--- config.mk ---
export PLATFORM = sky130hd
export DESIGN_NAME = uart_mem_loader
export DESIGN_NICKNAME = d
export VERILOG_FILES = /design/src/rtl/uart_mem_loader.sv
export SDC_FILE = /design/constraint.sdc
export NUM_CORES = 1
export LEC_CHECK = 0
export CORE_ASPECT_RATIO = 1.75
export CORE_UTILIZATION = 40
export CTS_BUF_LIST = sky130_fd_sc_hd__clkbuf_4
export DETAILED_ROUTE_END_ITERATION = 8
export PLACE_DENSITY = 0.73
export SYNTH_ARGS = -nofsm -noshare
export SYNTH_HDL_FRONTEND = slang
export SYNTH_SLANG_ARGS = --single-unit
--- constraint.sdc ---
create_clock -name clk -period 2.8 [get_ports clk]
set_input_delay 0.28 -clock clk [delete_from_list [all_inputs] [get_ports clk]]
set_output_delay 0.28 -clock clk [all_outputs]
set_load 0.01 [all_outputs]
--- src/rtl/uart_mem_loader.sv ---
// Byte-stream loader/dumper: packs UART bytes into words across memory banks (LOAD)
// and streams every stored word back out byte by byte (DUMP).
module uart_mem_loader #(
  parameter int WORD_BYTES = 4,
  parameter int NUM_BANKS  = 2,
  parameter int DEPTH      = 64,
  parameter int MSB_FIRST  = 0,
  parameter int GAP_CLKS   = 0,
  localparam int AW = $clog2(DEPTH),
  localparam int BW = (NUM_BANKS > 1) ? $clog2(NUM_BANKS) : 1,
  localparam int DW = 8 * WORD_BYTES
) (
  input  logic          clk,
  input  logic          rst_n,
  input  logic          load_start,
  input  logic          dump_start,
  input  logic          rx_valid,
  input  logic [7:0]    rx_byte,
  output logic          tx_valid,
  output logic [7:0]    tx_byte,
  input  logic          tx_ready,
  output logic          mem_we,
  output logic          mem_re,
  output logic [BW-1:0] mem_bank,
  output logic [AW-1:0] mem_addr,
  output logic [DW-1:0] mem_wdata,
  input  logic [DW-1:0] mem_rdata,
  output logic          busy,
  output logic          load_done,
  output logic          dump_done,
  output logic          overflow
);
  localparam int CW = (WORD_BYTES > 1) ? $clog2(WORD_BYTES) : 1;
  localparam int GW = (GAP_CLKS > 1) ? $clog2(GAP_CLKS) : 1;

  typedef enum logic [2:0] {IDLE, LOAD, RD, WAIT, SEND, GAP} state_t;
  typedef logic [WORD_BYTES-1:0][7:0] word_t;

  state_t        state, state_d;
  logic [CW-1:0] byte_cnt, cnt_inc;
  logic [GW-1:0] gap_cnt;
  word_t         word_buf, wmerge, rd_word;
  logic          last_lane, last_word, tx_fire, gap_end;
  logic [AW-1:0] addr_nx;
  logic [BW-1:0] bank_nx;

  // Wire order to byte lane; identical for load and dump so a round trip is identity.
  function automatic logic [CW-1:0] lane(input logic [CW-1:0] c);
    return (MSB_FIRST != 0) ? CW'(WORD_BYTES - 1) - c : c;
  endfunction

  assign rd_word   = mem_rdata;
  assign last_lane = byte_cnt == CW'(WORD_BYTES - 1);
  assign cnt_inc   = last_lane ? '0 : byte_cnt + 1'b1;
  assign last_word = (mem_bank == BW'(NUM_BANKS - 1)) && (mem_addr == AW'(DEPTH - 1));
  assign tx_fire   = tx_valid && tx_ready;
  assign gap_end   = int'(gap_cnt) == GAP_CLKS - 1;
  assign busy      = state != IDLE;

  always_comb begin
    wmerge = word_buf;
    wmerge[lane(byte_cnt)] = rx_byte;
    if (mem_addr == AW'(DEPTH - 1)) begin
      addr_nx = '0;
      bank_nx = (mem_bank == BW'(NUM_BANKS - 1)) ? '0 : mem_bank + 1'b1;
    end else begin
      addr_nx = mem_addr + 1'b1;
      bank_nx = mem_bank;
    end
  end

  always_comb begin
    state_d = state;
    case (state)
      IDLE: if (load_start) state_d = LOAD;
            else if (dump_start) state_d = RD;
      LOAD: if (mem_we && last_word) state_d = IDLE;
      RD:   state_d = WAIT;
      WAIT: state_d = SEND;
      SEND: if (tx_fire) begin
              if (last_lane && last_word) state_d = IDLE;
              else if (GAP_CLKS > 0)      state_d = GAP;
              else if (last_lane)         state_d = RD;
            end
      // byte_cnt already wrapped to 0 means the gap closed out a word
      GAP:  if (gap_end) state_d = (byte_cnt == '0) ? RD : SEND;
      default: state_d = IDLE;
    endcase
  end

  always_ff @(posedge clk or negedge rst_n) begin
    if (!rst_n) state <= IDLE;
    else        state <= state_d;
  end

  always_ff @(posedge clk or negedge rst_n) begin
    if (!rst_n) begin
      byte_cnt  <= '0;
      gap_cnt   <= '0;
      word_buf  <= '0;
      tx_valid  <= 1'b0;
      tx_byte   <= '0;
      mem_we    <= 1'b0;
      mem_re    <= 1'b0;
      mem_bank  <= '0;
      mem_addr  <= '0;
      mem_wdata <= '0;
      load_done <= 1'b0;
      dump_done <= 1'b0;
      overflow  <= 1'b0;
    end else begin
      mem_we <= 1'b0;
      mem_re <= 1'b0;
      case (state)
        IDLE: if (load_start || dump_start) begin
                byte_cnt  <= '0;
                mem_addr  <= '0;
                mem_bank  <= '0;
                load_done <= 1'b0;
                dump_done <= 1'b0;
                if (load_start) overflow <= 1'b0;
                else            mem_re   <= 1'b1;
              end
        LOAD: begin
                if (rx_valid) begin
                  word_buf <= wmerge;
                  byte_cnt <= cnt_inc;
                  if (last_lane) begin
                    mem_we    <= 1'b1;
                    mem_wdata <= wmerge;
                  end
                end
                if (mem_we) begin
                  mem_addr <= addr_nx;
                  mem_bank <= bank_nx;
                  if (last_word) load_done <= 1'b1;
                end
              end
        WAIT: begin
                word_buf <= rd_word;
                tx_valid <= 1'b1;
                tx_byte  <= rd_word[lane(byte_cnt)];
              end
        SEND: if (tx_fire) begin
                byte_cnt <= cnt_inc;
                gap_cnt  <= '0;
                tx_valid <= 1'b0;
                if (last_lane) begin
                  mem_addr <= addr_nx;
                  mem_bank <= bank_nx;
                  if (last_word)          dump_done <= 1'b1;
                  else if (GAP_CLKS == 0) mem_re    <= 1'b1;
                end else if (GAP_CLKS == 0) begin
                  tx_valid <= 1'b1;
                  tx_byte  <= word_buf[lane(cnt_inc)];
                end
              end
        GAP:  begin
                gap_cnt <= gap_cnt + 1'b1;
                if (gap_end) begin
                  if (byte_cnt == '0) mem_re <= 1'b1;
                  else begin
                    tx_valid <= 1'b1;
                    tx_byte  <= word_buf[lane(byte_cnt)];
                  end
                end
              end
        default: ;
      endcase
      if (rx_valid && state != LOAD) overflow <= 1'b1;
    end
  end
endmodule

Word level (Yosys, flattened, before mapping) --
Index checks and enable logic that the tools add are counted.
Storage, ports and cells: input port bits 46, bits in registers 90, output and inout bits 54
Operators by class: mux-type cells 59, bitwise operators 1, magnitude comparators 3, reductions and logical operators 27, add/subtract/negate cells 3, equal/unequal tests 19
Operator list (number):
- $pmux W32 S2 | 1
- $mux W8 | 5
- $bmux W8 S2 | 2
- $bwmux W32 | 1
- $mux W32 | 1
- $mux W6 | 5
- $mux W1 | 24
- $mux W3 | 6
- $ne A2 B2 Y1 const B | 9
- $pmux W3 S6 | 1
- $pmux W6 S3 | 1
- $demux W8 S2 | 1
- $pmux W8 S2 | 1
- $reduce_and A5 Y1 | 3
- $reduce_bool A2 Y1 | 7
- $reduce_and A3 Y1 | 3
- $mux W2 | 4
- $pmux W1 S2 | 4
- $reduce_and A4 Y1 | 2
- $add A6 B1 Y6 const B | 1
- $eq A3 B2 Y1 const B | 2
- $eq A3 B3 Y1 const B | 2
- $eq A6 B6 Y1 const B | 1
- $logic_and A1 B1 Y1 | 6
- 15 further kinds | 19

Longest topological paths before layout --
Gate-level depths: netlist (run 1).
depth in word-level cells 7, mapped depth 7, gate-level depth less buffers 5

Worst setup path after synthesis (run 1) --
OpenSTA, ideal clock, no wires.
path type flip-flop to flip-flop, start reg byte_cnt[1], end reg tx_byte[1], data arrival time 2011 ps, period minus slack after synthesis 2133 ps, cell stages (with the launch flop) 8, setup slack 667 ps, library setup time 122 ps, path through dfrtp_1 -> clkbuf_1 -> inv_1 -> ha_1 -> clkbuf_1 -> mux4_2 -> nand2_1 -> a21oi_1
Between the ends: longest elaborated chain between the ends 7, elaborated cells on any way between the ends 12
Ends and longest elaborated chain:
- start, declared | RTL line 40 | logic [CW-1:0] byte_cnt, cnt_inc;
- start signal, assigned | RTL line 127 | byte_cnt <= cnt_inc;
- start signal, assigned | RTL line 145 | byte_cnt <= cnt_inc;
- $add A2 B1 Y2 or $eq A2 B2 Y1 (tied branches) | RTL line 54, 53
- $mux W2 | RTL line 54 | assign cnt_inc = last_lane ? '0 : byte_cnt + 1'b1;
- $bmux W8 S2 | RTL line 155 | tx_byte <= word_buf[lane(cnt_inc)];
- $mux W8 (not written as such) | RTL line 155
- $mux W8 | RTL line 148 | if (last_lane) begin
- $mux W8 | RTL line 144 | SEND: if (tx_fire) begin
- $pmux W8 S2 | RTL line 114 | case (state)
- end signal, assigned | RTL line 142 | tx_byte <= rd_word[lane(byte_cnt)];
- end signal, assigned | RTL line 155
- end signal, assigned | RTL line 164 | tx_byte <= word_buf[lane(byte_cnt)];
- end, declared | RTL line 20 | output logic [7:0] tx_byte,
Parallel ways exist; a longest one is shown, timed or not. The select of a mux whose other input is x is not followed. A chain may end at the register's enable or synchronous reset.

Final worst setup path (run 1) --
start reg state[0], end out busy
Between the ends: longest elaborated chain between the ends 1
Ends and longest elaborated chain:
- start, declared | RTL line 39 | state_t state, state_d;
- start signal, assigned | RTL line 93 | else state <= state_d;
- $reduce_bool A3 Y1 | RTL line 58 | assign busy = state != IDLE;
- end, declared | RTL line 28 | output logic busy,
No other way between the ends.

==> metrics.md, run 1 <==
| Metric | Value |
|---|---|
| H-tree levels | 3 |
| Critical path, cell by cell | buf_4 > or3_1 > clkdlybuf4s50_1 |
| Design Area, Final | 5979 um2 |
| 1st-iter DRT viols | 335 |
| Max cap viols | 0 |
| Core area | 11520 um2 |
| Mapped Cells | 423 |
| Fin nets | 564 |
| Most frequent cells after synthesis | dfrtp_1, a21oi_1, nor2_1 |
| Setup TNS | 0 ns |
| Most frequent cell after synthesis | dfrtp_1 |
| Post-synth net total | 474 |
| DRT antenna net count | 0 |
| Worst slew pin tran | 0.5463 ns |
| WP data required | 2.52 ns |
| Vias/cell | 6.073 |
| R2R setup slack | 0.65 ns |
| Worst vdd ir | 0.0002798 V |
| Share of flip-flops with an asynchronous set or reset | 1.000 |
| Clock sinks | 90 |
| Crit path max fanout | 17 |
| CTS Buf Count | 9 |
| Post-Route Utilization | 0.5192 |
| Crit-path max cell delay | 0.48 ns |
| Layout Skew | 0.02374 ns |
| Crit path max-delay family | buffers and inverters |
| Register area share after synthesis | 0.4796 |
| Final Non-Filler Cells | 654 |
| Period utilization | 0.7807 |
| Layout area overhead | 27.34% |
| Placed Area | 5801 um2 |
| Worst EP arrival | 1.91 ns |
| Routed len/inst | 20.37 um |
| Hold slack final | 0.3634 ns |
| Tmin final | 2.186 ns |
| Fraction of layout cells with a size suffix above 1 | 0.1274 |
| Synthesized flop and latch total | 90 |
| Pin count of the biggest net entering global routing | 91 |
| Fmax | 0.4574 GHz |
| Post-CTS Setup Bufs | 0 |
| Area of the mapped netlist | 4696 um2 |
| Crit path capture type | output port |
| GRT Total Usage | 0.2264 |
| CP max-delay cell | clkdlybuf4s50_1 |
| Routability cong. | 0.8631 |
| Final Max Tran Viols | 0 |
| Ys Warns | 0 |
| Number of synthesized flops with an enable pin | 0 |
| Standard-cell row count | 52 |
| Total Power | 2.535 mW |
| Root Driver | clkbuf_4 |
| Count of buffer and inverter cells on the critical path | 2 |
| Worst setup path category | reg2out |
| Vias in the first global route | 3963 |
| Placed instance count | 636 |
| Worst-Skew Late Latency | 0.46 ns |
| Initial antenna violation count | 1 |
| Clk buf depth | 2 |
| Cell taking the most area after synthesis | dfrtp_1 |
| Pwr per Cell Area | 424.0 nW/um2 |
| DIE AREA | 12190 um2 |
| Startpoint Class | flop |
| Synth area leaders | dfrtp_1, mux4_2, a2bb2oi_1 |
| Setup-failing EPs final | 0 |
| HPWL Detailed | 9.735 mm |
| RSZ-0062 raised after global routing | false |
| Initial Util | 0.4078 |
| Place WS | 0.6774 ns |
| Worst-path clk slew | 0.15 ns |
| Global route overflow | 0 |
| Worst setup margin | 0.6139 ns |
| Yosys cell types | 52 |
| Outcome | complete, but fails checks |
| HP Class | in2async |
| Via count | 3972 |
| Die width | 83.91 um |
| LEAKAGE | 2.493 nW |
| CTS tree | done |
| Syn avg cell area | 11.10 um2 |
| Number of port buffers | 99 |
| I/O pin total | 100 |
| Post-CTS Resized | 0 |
| Post-synth top area share | 0.4796 |
| Final Hold Vio Count | 0 |
| Failing checks | design-rule violations |
| 1st-pass router iterations | 7 |
| Die height | 145.3 um |
| Max-Slew Margin vs Limit | 0.6358 |
| Residual DRC | 10 |
| Most common flop cell mapped by yosys | dfrtp_1 |
| Global-route wire length before repair | 21.20 mm |
| DRT Wirelength | 13.32 mm |
flip-flops by register name, indices dropped and copies added (netlist names), 2 cells and up:
| name | count |
|---|---|
| tx_byte | 8 |
| mem_wdata | 32 |
| state | 3 |
| mem_addr | 6 |
| byte_cnt | 2 |
| word_buf | 32 |
power by group:
group / internal (mW) / leakage (nW) / switching [mW] / total [mW]
Combinational: 0.170 / 1.23 / 0.160 / 0.331
Clock: 0.373 / 0.0788 / 0.466 / 0.839
Sequential: 1.33 / 1.18 / 0.0366 / 1.37
path summary, 6_finish.rpt:
path	from	end	cells after the start
setup / recovery	state[0]	busy	3
hold / removal	rst_n	overflow	3
setup reg to reg	byte_cnt[0]	tx_byte[4]	6
hold reg to reg	mem_wdata[31]	mem_wdata[31]	1
max in group asynchronous	rst_n	mem_addr[1]	3
min in group clk	load_start	state[0]	3
worst min-delay path: stages:
cell and delay (ns):
dlygate4sd3_1 0.53, buf_4 0.12, buf_12 0.33
repair_timing:
item | in CTS | in global routing
hold buffers | 1 | 0
endpoints found under the setup margin | 0 | 0
hold endpoints to repair | 90 | 0
cell usage in the layout, fill, tap and decap left out, types with 2 or more instances in the layout:
cell type / Yosys / routed
nand2_1: 21 / 21
and4_1: 2 / 2
a21oi_1: 44 / 44
inv_1: 4 / 4
a2bb2oi_1: 32 / 32
nor3b_1: 2 / 2
nand3b_1: 3 / 3
o21ai_0: 6 / 6
mux4_2: 14 / 14
dfrtp_1: 90 / 90
nor2_1: 36 / 36
a21o_1: 5 / 5
and2_1: 2 / 2
o22ai_1: 33 / 33
clkinvlp_4: 0 / 3
or2_2: 2 / 2
nor3_1: 5 / 5
nand3_1: 5 / 5
mux2_2: 8 / 8
o22a_1: 2 / 2
bufinv_16: 0 / 2
clkbuf_4: 0 / 10
o21a_1: 6 / 6
clkdlybuf4s50_1: 0 / 98
mux4_1: 2 / 2
o31ai_1: 3 / 3
nor2b_1: 2 / 2
ha_1: 5 / 5
mux2i_1: 26 / 26
buf_4: 2 / 17
or3_1: 3 / 3
a211oi_1: 2 / 2
per-layer routing:
metal / track usage / part of all wire
met3: 0.02269 / 0.054
met1: 0.2721 / 0.38
met5: 0 / 0
met2: 0.3820 / 0.52
met4: 0.1517 / 0.047
cell families after synthesis:
family | after synthesis | synth area share
multiplexers | 50 | 0.1529
adder cells (fa/ha/maj) | 5 | 0.01332
buffers and inverters | 42 | 0.04449
AND/OR/NAND/NOR | 92 | 0.09566
XOR/XNOR | 2 | 0.003731
AO/OA/AOI/OAI | 142 | 0.2102
flip-flops | 90 | 0.4796
final cells by class:
cell class	instances	area, um2
diodes	1	2.502
clock buffers	10	75.07
clock inverters	6	91.34
fillers	1052	5537
inverters	4	15.01
multi-input cells	291	2236
flip-flops and latches	90	2252
well taps	135	168.9
repair buffers	117	1139
No activity file was read; power rests on OpenSTA's default activity.
==> run 2, diff against run 1 <==
--- a/config.mk
+++ b/config.mk
@@ -9,7 +9,7 @@
 export CORE_UTILIZATION = 40
 export CTS_BUF_LIST = sky130_fd_sc_hd__clkbuf_4
 export DETAILED_ROUTE_END_ITERATION = 8
-export PLACE_DENSITY = 0.73
+export PLACE_DENSITY = 0.76
 export SYNTH_ARGS = -nofsm -noshare
 export SYNTH_HDL_FRONTEND = slang
 export SYNTH_SLANG_ARGS = --single-unit
==> constraint.sdc (replaced) <==
create_clock -name clk -period 1.8 [get_ports clk]
set_input_delay 0.18 -clock clk [delete_from_list [all_inputs] [get_ports clk]]
set_output_delay 0.18 -clock clk [all_outputs]
set_load 0.01 [all_outputs]
==> metrics.md, run 2 (synthesis gave the netlist of run 1 again) <==
| Metric | Value |
|---|---|
| Logic pwr share | 0.135 |
| Standard-cell row count | 52 |
| Placed Area | 6143 um2 |
| Via count | 4223 |
| Top Registers | mem_wdata (32), word_buf (32), tx_byte (8) |
| WP data required | 1.62 ns |
| Die height | 145.3 um |
| Design Area, Final | 6505 um2 |
| Crit path capture type | output port |
| RR Endpoint | mem_wdata[25] |
| 1st-iter DRT viols | 341 |
| Fmax | 0.5715 GHz |
| Final Hold Vio Count | 0 |
| HP Class | in2async |
| Vias in the first global route | 4409 |
| LEAKAGE | 2.739 nW |
| Worst vdd ir | 0.0003247 V |
| Max cap viols | 0 |
| Sw power | 1.074 mW |
| Commonest cells after routing, fill and taps aside | clkdlybuf4s50_1, dfrtp_1, buf_4 |
| CP max-delay cell | dfrtp_1 |
| HPWL Detailed | 10.98 mm |
| Die width | 83.91 um |
| Fin nets | 605 |
| Vias/cell | 6.076 |
| Clock share of power | 0.369 |
| Final Max Tran Viols | 0 |
| Clk buf depth | 2 |
| Worst setup path category | reg2out |
| Crit path from | state[0] |
| Multi-input gate area | 2335 um2 |
| CTS Buf Count | 9 |
| RR Startpoint | state[2] |
| Most common cell after layout, fill and taps aside | clkdlybuf4s50_1 |
| Period utilization | 0.9722 |
| Fraction of layout cells with a size suffix above 1 | 0.2236 |
| Place WS | -0.003425 ns |
| Layout Skew | 0.02205 ns |
| Worst-Skew Late Latency | 0.47 ns |
| Startpoint Class | flop |
| Tmin final | 1.750 ns |
| Routed len/inst | 21.71 um |
| Residual DRC | 12 |
| Global-route wire length before repair | 23.27 mm |
| CTS tree | done |
| Outcome | complete, but fails checks |
| Initial antenna violation count | 1 |
| Pint | 3.218 mW |
| Crit path max-delay family | flip-flops |
| Root Driver | clkbuf_4 |
| Critical path, cell by cell | buf_4 > or3_1 > buf_2 |
| Reg2Reg Depth | 5 |
| 1st-pass router iterations | 9 |
| Clock sinks | 90 |
| Pwr per Cell Area | 659.7 nW/um2 |
| Final Non-Filler Cells | 695 |
| Layout area overhead | 38.53% |
| Net Sw Frac | 0.2502 |
| DRT antenna net count | 0 |
| Worst slew pin tran | 0.4369 ns |
| Total Power | 4.291 mW |
| Number of port buffers | 99 |
| Global route overflow | 0 |
| Filler instances | 953 |
| Setup TNS | 0 ns |
| Initial Util | 0.4078 |
| Register area | 2255 um2 |
| R2R setup slack | 0.06 ns |
| RSZ-0062 raised after global routing | false |
| Routability cong. | 0.8856 |
| Worst setup margin | 0.05011 ns |
| Max-Slew Margin vs Limit | 0.7077 |
| DRT Wirelength | 15.09 mm |
| Count of buffer and inverter cells on the critical path | 2 |
| Worst-path clk slew | 0.16 ns |
| Pin count of the biggest net entering global routing | 55 |
| Setup-failing EPs final | 0 |
| Placed instance count | 671 |
| I/O pin total | 100 |
| WP depth | 3 |
| GRT Total Usage | 0.2526 |
| Crit-path max cell delay | 0.41 ns |
| Core area | 11520 um2 |
| H-tree levels | 3 |
| Crit path max fanout | 5 |
| Critical Path End | busy |
| Flop pwr share | 0.496 |
| Failing checks | design-rule violations |
| Worst EP arrival | 1.57 ns |
| DIE AREA | 12190 um2 |
[run 2: cell count changes in the layout (fill, tap and decap cells not counted), sizes merged]
cell           change
clkbuf             -1
clkdlybuf4s50      -1
buf               +42
bufinv             +2
clkinv             +1
clkinvlp           -2
[run 2: through the flow]
| stage | util | hold slack, ns |
|---|---|---|
| floorplan | - | -0.1156 |
| global placement | 0.5335 | 0.03742 |
| finish | 0.5649 | 0.08551 |
| CTS | 0.5567 | 0.07590 |
| detailed placement | 0.5335 | 0.03988 |
| global route | 0.5649 | 0.08156 |
[run 2: final cells by class]
type	instances	area share
diodes	1	0.0003847
clock buffers	9	0.01039
clock inverters	7	0.02174
inverters	4	0.002308
multi-input cells	291	0.3589
flip-flops and latches	90	0.3466
well taps	135	0.02597
repair buffers	158	0.2337
[run 2: per-layer routing]
metal / vias to the layer above / part of all wire / global-route usage
met4: 0 / 0.049 / 0.1500
met2: 253 / 0.52 / 0.4402
met3: 50 / 0.065 / 0.04481
li1: 1856 / - / -
met1: 2064 / 0.36 / 0.2861
met5: - / 0 / 0
[run 2: power groups by stage]
stage | Sequential, mW | Clock, mW | Combinational [mW]
after detailed placement | 2.16 | 0 | 0.552
final | 2.13 | 1.58 | 0.579
after global placement | 2.16 | 0 | 0.540
after global routing | 2.13 | 1.68 | 0.615
after CTS | 2.13 | 1.60 | 0.566
after floorplan | 2.17 | 0 | 0.208
[run 2: how the worst min path moves through the flow]
stage / endpoint / slack, ns / cells after the start
CTS: mem_wdata[5] / 0.08 / 2
global route: mem_wdata[6] / 0.08 / 2
finish: mem_wdata[15] / 0.09 / 2
floorplan: byte_cnt[0] / -0.12 / 0
global placement: mem_wdata[15] / 0.04 / 1
detailed placement: mem_wdata[15] / 0.04 / 1
[run 2: repair_timing]
action | 4_1_cts | 5_1_grt
pin swaps | 1 | 1
endpoints found under the hold margin | 90 | 0
hold buffers | 1 | 0
endpoints found under the setup margin | 18 | 50
gates resized for setup | 11 | 18
buffers inserted | 2 | 4
